`config.mk`:
```
export PLATFORM = sky130hd
export DESIGN_NAME = mul_seq_ctrl
export DESIGN_NICKNAME = d
export VERILOG_FILES = /design/src/rtl/mul_seq_ctrl.sv
export SDC_FILE = /design/constraint.sdc
export NUM_CORES = 2
export LEC_CHECK = 0
export CAP_MARGIN = 20
export CORE_MARGIN = 2
export CORE_UTILIZATION = 35
export CTS_CLUSTER_DIAMETER = 50
export CTS_CLUSTER_SIZE = 10
export DETAILED_ROUTE_END_ITERATION = 7
export PLACE_DENSITY = 0.61
export SYNTH_ARGS = -nofsm -noshare
export SYNTH_HDL_FRONTEND = slang
export SYNTH_SLANG_ARGS = --single-unit
```
`constraint.sdc`:
```
create_clock -name clk -period 29.6 [get_ports clk]
set_input_delay 7.4 -clock clk [delete_from_list [all_inputs] [get_ports clk]]
set_output_delay 7.4 -clock clk [all_outputs]
set_load 0.005 [all_outputs]
```
`src/rtl/mul_seq_ctrl.sv`:
```
// mul_seq_ctrl: iterative RV32M multiply controller for MUL/MULH/MULHSU/MULHU.
// Latency: result and valid appear N+2 edges after the start edge (N = 32/SIZE); busy is high for N+1 cycles.
// Backpressure: no queueing; start is only accepted in IDLE, and flush/rst abort at the next edge.
// Ports: clk, rst (synchronous, active-high); start/op/rs1/rs2 issue a request; flush aborts it;
//        busy drives the pipeline stall; valid is a one-cycle strobe; result is the registered product word.

// mul_sub_unit: one combinational shift-add step that retires SIZE multiplier bits.
// Ports: product_i running sum, mcand_i pre-shifted multiplicand, mplier_i multiplier chunk,
//        product_o = product_i + mcand_i * mplier_i.
module mul_sub_unit #(
  parameter int unsigned SIZE = 8
) (
  input  logic [63:0]     product_i,
  input  logic [63:0]     mcand_i,
  input  logic [SIZE-1:0] mplier_i,
  output logic [63:0]     product_o
);

  always_comb begin
    product_o = product_i;
    for (int j = 0; j < SIZE; j++) begin
      if (mplier_i[j]) product_o = product_o + (mcand_i << j);
    end
  end

endmodule

module mul_seq_ctrl #(
  parameter int unsigned SIZE = 8
) (
  input  logic        clk,
  input  logic        rst,
  input  logic        start,
  input  logic [1:0]  op,
  input  logic [31:0] rs1,
  input  logic [31:0] rs2,
  input  logic        flush,
  output logic        busy,
  output logic        valid,
  output logic [31:0] result
);

  localparam int unsigned N    = 32 / SIZE;
  localparam logic [5:0]  LAST = 6'(N - 1);

  typedef enum logic [1:0] {
    S_IDLE,
    S_BUSY,
    S_DONE
  } state_t;

  state_t      state_q;
  logic [63:0] acc_q;
  logic [31:0] mcand_q;
  logic [31:0] mplier_q;
  logic [5:0]  cnt_q;
  logic        neg_q;
  logic        hi_q;
  logic        pend_q;      // DONE has produced a result that is published on the next edge
  logic [31:0] pend_res_q;
  logic        busy_q;
  logic        valid_q;
  logic [31:0] result_q;

  // Operand conditioning: rs1 is signed for MULH/MULHSU, rs2 only for MULH.
  // Negating 0x80000000 in 32 bits yields 0x80000000, which is the correct unsigned magnitude.
  logic        rs1_neg;
  logic        rs2_neg;
  logic [31:0] rs1_mag;
  logic [31:0] rs2_mag;

  assign rs1_neg = rs1[31] & ((op == 2'b01) | (op == 2'b10));
  assign rs2_neg = rs2[31] & (op == 2'b01);
  assign rs1_mag = rs1_neg ? (~rs1 + 32'd1) : rs1;
  assign rs2_mag = rs2_neg ? (~rs2 + 32'd1) : rs2;

  // Step datapath: chunk cnt of the multiplier against the multiplicand shifted into place.
  logic [4:0]      shamt;
  logic [63:0]     mcand_sh;
  logic [SIZE-1:0] chunk;
  logic [63:0]     acc_d;

  assign shamt    = 5'(32'(cnt_q) * SIZE);
  assign mcand_sh = {32'd0, mcand_q} << shamt;
  assign chunk    = mplier_q[shamt +: SIZE];

  mul_sub_unit #(.SIZE(SIZE)) u_sub (
    .product_i (acc_q),
    .mcand_i   (mcand_sh),
    .mplier_i  (chunk),
    .product_o (acc_d)
  );

  // Sign fix-up and word select, used while in DONE.
  logic [63:0] prod_d;
  logic [31:0] res_d;

  assign prod_d = neg_q ? (~acc_q + 64'd1) : acc_q;
  assign res_d  = hi_q ? prod_d[63:32] : prod_d[31:0];

  always_ff @(posedge clk) begin
    if (rst) begin
      state_q    <= S_IDLE;
      acc_q      <= '0;
      mcand_q    <= '0;
      mplier_q   <= '0;
      cnt_q      <= '0;
      neg_q      <= 1'b0;
      hi_q       <= 1'b0;
      pend_q     <= 1'b0;
      pend_res_q <= '0;
      busy_q     <= 1'b0;
      valid_q    <= 1'b0;
      result_q   <= '0;
    end else if (flush) begin
      // Abort whatever is in flight, including a result still waiting to be published.
      state_q <= S_IDLE;
      busy_q  <= 1'b0;
      pend_q  <= 1'b0;
      valid_q <= 1'b0;
    end else begin
      valid_q <= pend_q;
      pend_q  <= 1'b0;
      if (pend_q) result_q <= pend_res_q;

      case (state_q)
        S_IDLE: begin
          if (start) begin
            mcand_q  <= rs1_mag;
            mplier_q <= rs2_mag;
            neg_q    <= rs1_neg ^ rs2_neg;
            hi_q     <= (op != 2'b00);
            acc_q    <= '0;
            cnt_q    <= '0;
            busy_q   <= 1'b1;
            state_q  <= S_BUSY;
          end
        end
        S_BUSY: begin
          acc_q <= acc_d;
          cnt_q <= cnt_q + 6'd1;
          if (cnt_q == LAST) state_q <= S_DONE;
        end
        S_DONE: begin
          pend_q     <= 1'b1;
          pend_res_q <= res_d;
          busy_q     <= 1'b0;
          state_q    <= S_IDLE;
        end
        default: begin
          busy_q  <= 1'b0;
          state_q <= S_IDLE;
        end
      endcase
    end
  end

  assign busy   = busy_q;
  assign valid  = valid_q;
  assign result = result_q;

endmodule

```
==> impl_metrics.sql <==
INSERT INTO impl_metrics (metric_group, metric, value, unit) VALUES
('clock_network', 'count_of_buffers_added_by_post_cts_timing_repair_for_setup', '0', ''),
('placed_design', 'gp_congestion', '1.00', ''),
('outcome', 'status', 'complete, no violations', ''),
('logic_synthesis', 'number_of_enable_type_register_cells_in_the_synthesized_netlist', '0', ''),
('layout', 'fin_area', '0.0483', 'mm^2'),
('clock_network', 'clk_transition_reported_paths', '50', 'ps'),
('worst_setup_path', 'critical-path-slowest-cell', 'sky130_fd_sc_hd__a2111oi_0', ''),
('drt', 'dr.first_iter.drc_count', '4254', ''),
('global_route', 'track_usage', '0.244', ''),
('global_route', 'pin_count_of_the_biggest_net_entering_global_routing', '88', ''),
('power_and_ir_drop', 'p_leak', '20.0', 'nW'),
('die', 'core', '0.126', 'mm^2'),
('layout', 'total_nets_final', '6897', ''),
('die', 'io_pins', '104', ''),
('logic_synthesis', 'synthFlopType', 'sky130_fd_sc_hd__dfxtp_1', ''),
('placed_design', 'detailed_place.area', '0.0469', 'mm^2'),
('sta', 'rsz0062_at_grt', 'false', ''),
('layout', 'mostFrequentLayoutCells', 'sky130_fd_sc_hd__nand2_1, sky130_fd_sc_hd__nor2_1, sky130_fd_sc_hd__a21oi_1', ''),
('global_route', 'global_route.usage.met1', '0.298', ''),
('logic_synthesis', 'seq_area_frac_synth', '0.0926', ''),
('worst_setup_path', 'critical_path.startpoint_type', 'flop', ''),
('layout', 'antenna_cells', '0', ''),
('worst_setup_path', 'number_of_buffer_and_inverter_instances_along_the_worst_setup_path', '1', ''),
('sta', 'tightest_pin_transition', '1110', 'ps'),
('worst_setup_path', 'critical_path_peak_fanout', '39', ''),
('logic_synthesis', 'synth_seq_cells', '205', ''),
('sta', 'maxSlewHeadroom', '0.256', ''),
('sta', 'period_share', '0.706', ''),
('die', 'fp-row-count', '130', ''),
('sta', 'timing.fmax', '0.0478', 'GHz'),
('worst_setup_path', 'worstSetupEndpointType', 'flop', ''),
('logic_synthesis', 'post-synth-top-area-cell', 'sky130_fd_sc_hd__ha_1', ''),
('clock_network', 'clockRootBuffer', 'sky130_fd_sc_hd__clkbuf_16', ''),
('layout', 'area_occupied_by_registers', '0.00412', 'mm^2'),
('global_route', 'first_global_vias', '45600', ''),
('worst_setup_path', 'cp.arrival', '21380', 'ps'),
('die', 'total_die_area', '0.130', 'mm^2'),
('worst_setup_path', 'delay_of_the_slowest_cell_on_the_worst_path', '940', 'ps'),
('global_route', 'groute.layer.met3.usage', '0.0274', ''),
('placed_design', 'placement.io_buffers', '103', ''),
('power_and_ir_drop', 'vdd.ir_drop.worst', '37.9', 'uV'),
('logic_synthesis', 'mappedNetlistNets', '7027', ''),
('drt', 'drc_errors', '0', ''),
('layout', 'layout_commonest_cell', 'sky130_fd_sc_hd__nand2_1', ''),
('worst_setup_path', 'critPathMostFrequentCell', 'sky130_fd_sc_hd__a21oi_1', ''),
('sta', 'finalHoldViolCount', '0', ''),
('clock_network', 'h-tree-depth', '2', ''),
('die', 'initial_utilization', '0.353', ''),
('placed_design', 'dp.final_hpwl', '128000', 'um'),
('sta', 'min_period', '20910', 'ps'),
('layout', 'fin_util', '0.384', ''),
('logic_synthesis', 'syn_area', '0.0443', 'mm^2'),
('clock_network', 'cts-root-to-sink-buffers', '3', ''),
('drt', 'average_detailed_routed_wire_length_per_instance', '20.5', 'um'),
('sta', 'timing.final.max_slew_violations', '0', ''),
('global_route', 'globalRouteMet2Util', '0.418', ''),
('logic_synthesis', 'synth_area_per_inst', '6.77', 'um^2'),
('drt', 'route.detailed.vias_per_inst', '6.05', ''),
('layout', 'area_growth_syn_to_layout', '8.84', '%'),
('clock_network', 'cts_inserted_buffers', '39', ''),
('run', 'drv.max_cap_violation_count', '0', ''),
('worst_setup_path', 'kind_of_cell_adding_the_most_delay_to_the_critical_path', 'compound AO/OA/AOI/OAI gates', ''),
('clock_network', 'post_cts_resize_count', '0', ''),
('global_route', 'busiest_layer', 'met2', ''),
('layout', 'total_area_of_multi_input_combinational_cells', '0.0383', 'mm^2'),
('layout', 'drive_gt1_frac', '0.0644', ''),
('logic_synthesis', 'synthDominantCellAreaShare', '0.116', ''),
('power_and_ir_drop', 'power-per-cell-area', '37.3', 'mW/mm^2'),
('worst_setup_path', 'timing.critical_path.required', '30070', 'ps'),
('die', 'die-width', '360', 'um'),
('clock_network', 'clock-sinks', '205', '');
stage by stage:
step	setup WS, ps	power [mW]
after floorplan	11640	1.07
after global placement	9200	1.31
after detailed placement	8940	1.32
after CTS	8860	1.79
after global routing	6800	1.93
final	8690	1.80
synth_stat cells (all sizes together), types with 161 or more instances:
cell type and n:
ha 412, a21oi 678, a21o 180, inv 161, nand3 198, a211oi 161
xor2 183, nor2 717, xnor2 320, o21ai 405, dfxtp 205, nand2 735
clkbuf 309
power breakdown:
| part | total [mW] | internal, mW | switching [mW] |
|---|---|---|---|
| combinational | 1.03 | 0.377 | 0.651 |
| sequential | 0.307 | 0.285 | 0.0221 |
| clock | 0.466 | 0.294 | 0.172 |
cell type report:
type                       count  share of cell area
inverter                     164              0.0128
sequential                   205              0.0853
clock buffer                  45              0.0218
clock inverter                21             0.00640
tap                         1650              0.0428
multi-input combinational   5803               0.794
timing repair buffer         202              0.0370
state kept, by name, indices dropped and copies added, names as in the netlist:
register	flops
acc_q	64
mcand_q	32
mplier_q	32
pend_res_q	32
result	32
cnt_q	6
state_q	2
busy	1
hi_q	1
neg_q	1
pend_q	1
valid	1
logic make-up (layout without fill, tap and decap cells):
logic type / Yosys count / count (layout) / share of synthesized area
AO/OA/AOI/OAI: 2221 / 2221 / 0.334
flip-flops: 205 / 205 / 0.0926
multiplexers: 147 / 147 / 0.0354
buffers and inverters: 537 / 432 / 0.0467
adder cells (fa/ha/maj): 455 / 455 / 0.126
XOR/XNOR: 503 / 503 / 0.0997
AND/OR/NAND/NOR: 2477 / 2477 / 0.265
worst paths after layout:
path / startpoint / cells after the start / endpoint / slack, ps
setup reg to reg: cnt_q[0] / 85 / acc_q[62] / 8690
hold / removal: pend_res_q[20] / 2 / pend_res_q[20] / 450
setup / recovery: cnt_q[0] / 85 / acc_q[62] / 8690
hold reg to reg: pend_res_q[20] / 2 / pend_res_q[20] / 450
per-layer routing:
metal / part of all wire / vias to the layer above
met5: 0 / -
met4: 0.060 / 0
met3: 0.059 / 401
met2: 0.47 / 1711
met1: 0.41 / 22800
li1: - / 24000
tightest hold or removal path, stage by stage, from the launching register on:
cell	delay, ps
sky130_fd_sc_hd__dfxtp_1	300
sky130_fd_sc_hd__nand2_1	50
sky130_fd_sc_hd__a21oi_1	50
No activity file was read; power rests on OpenSTA's default activity.
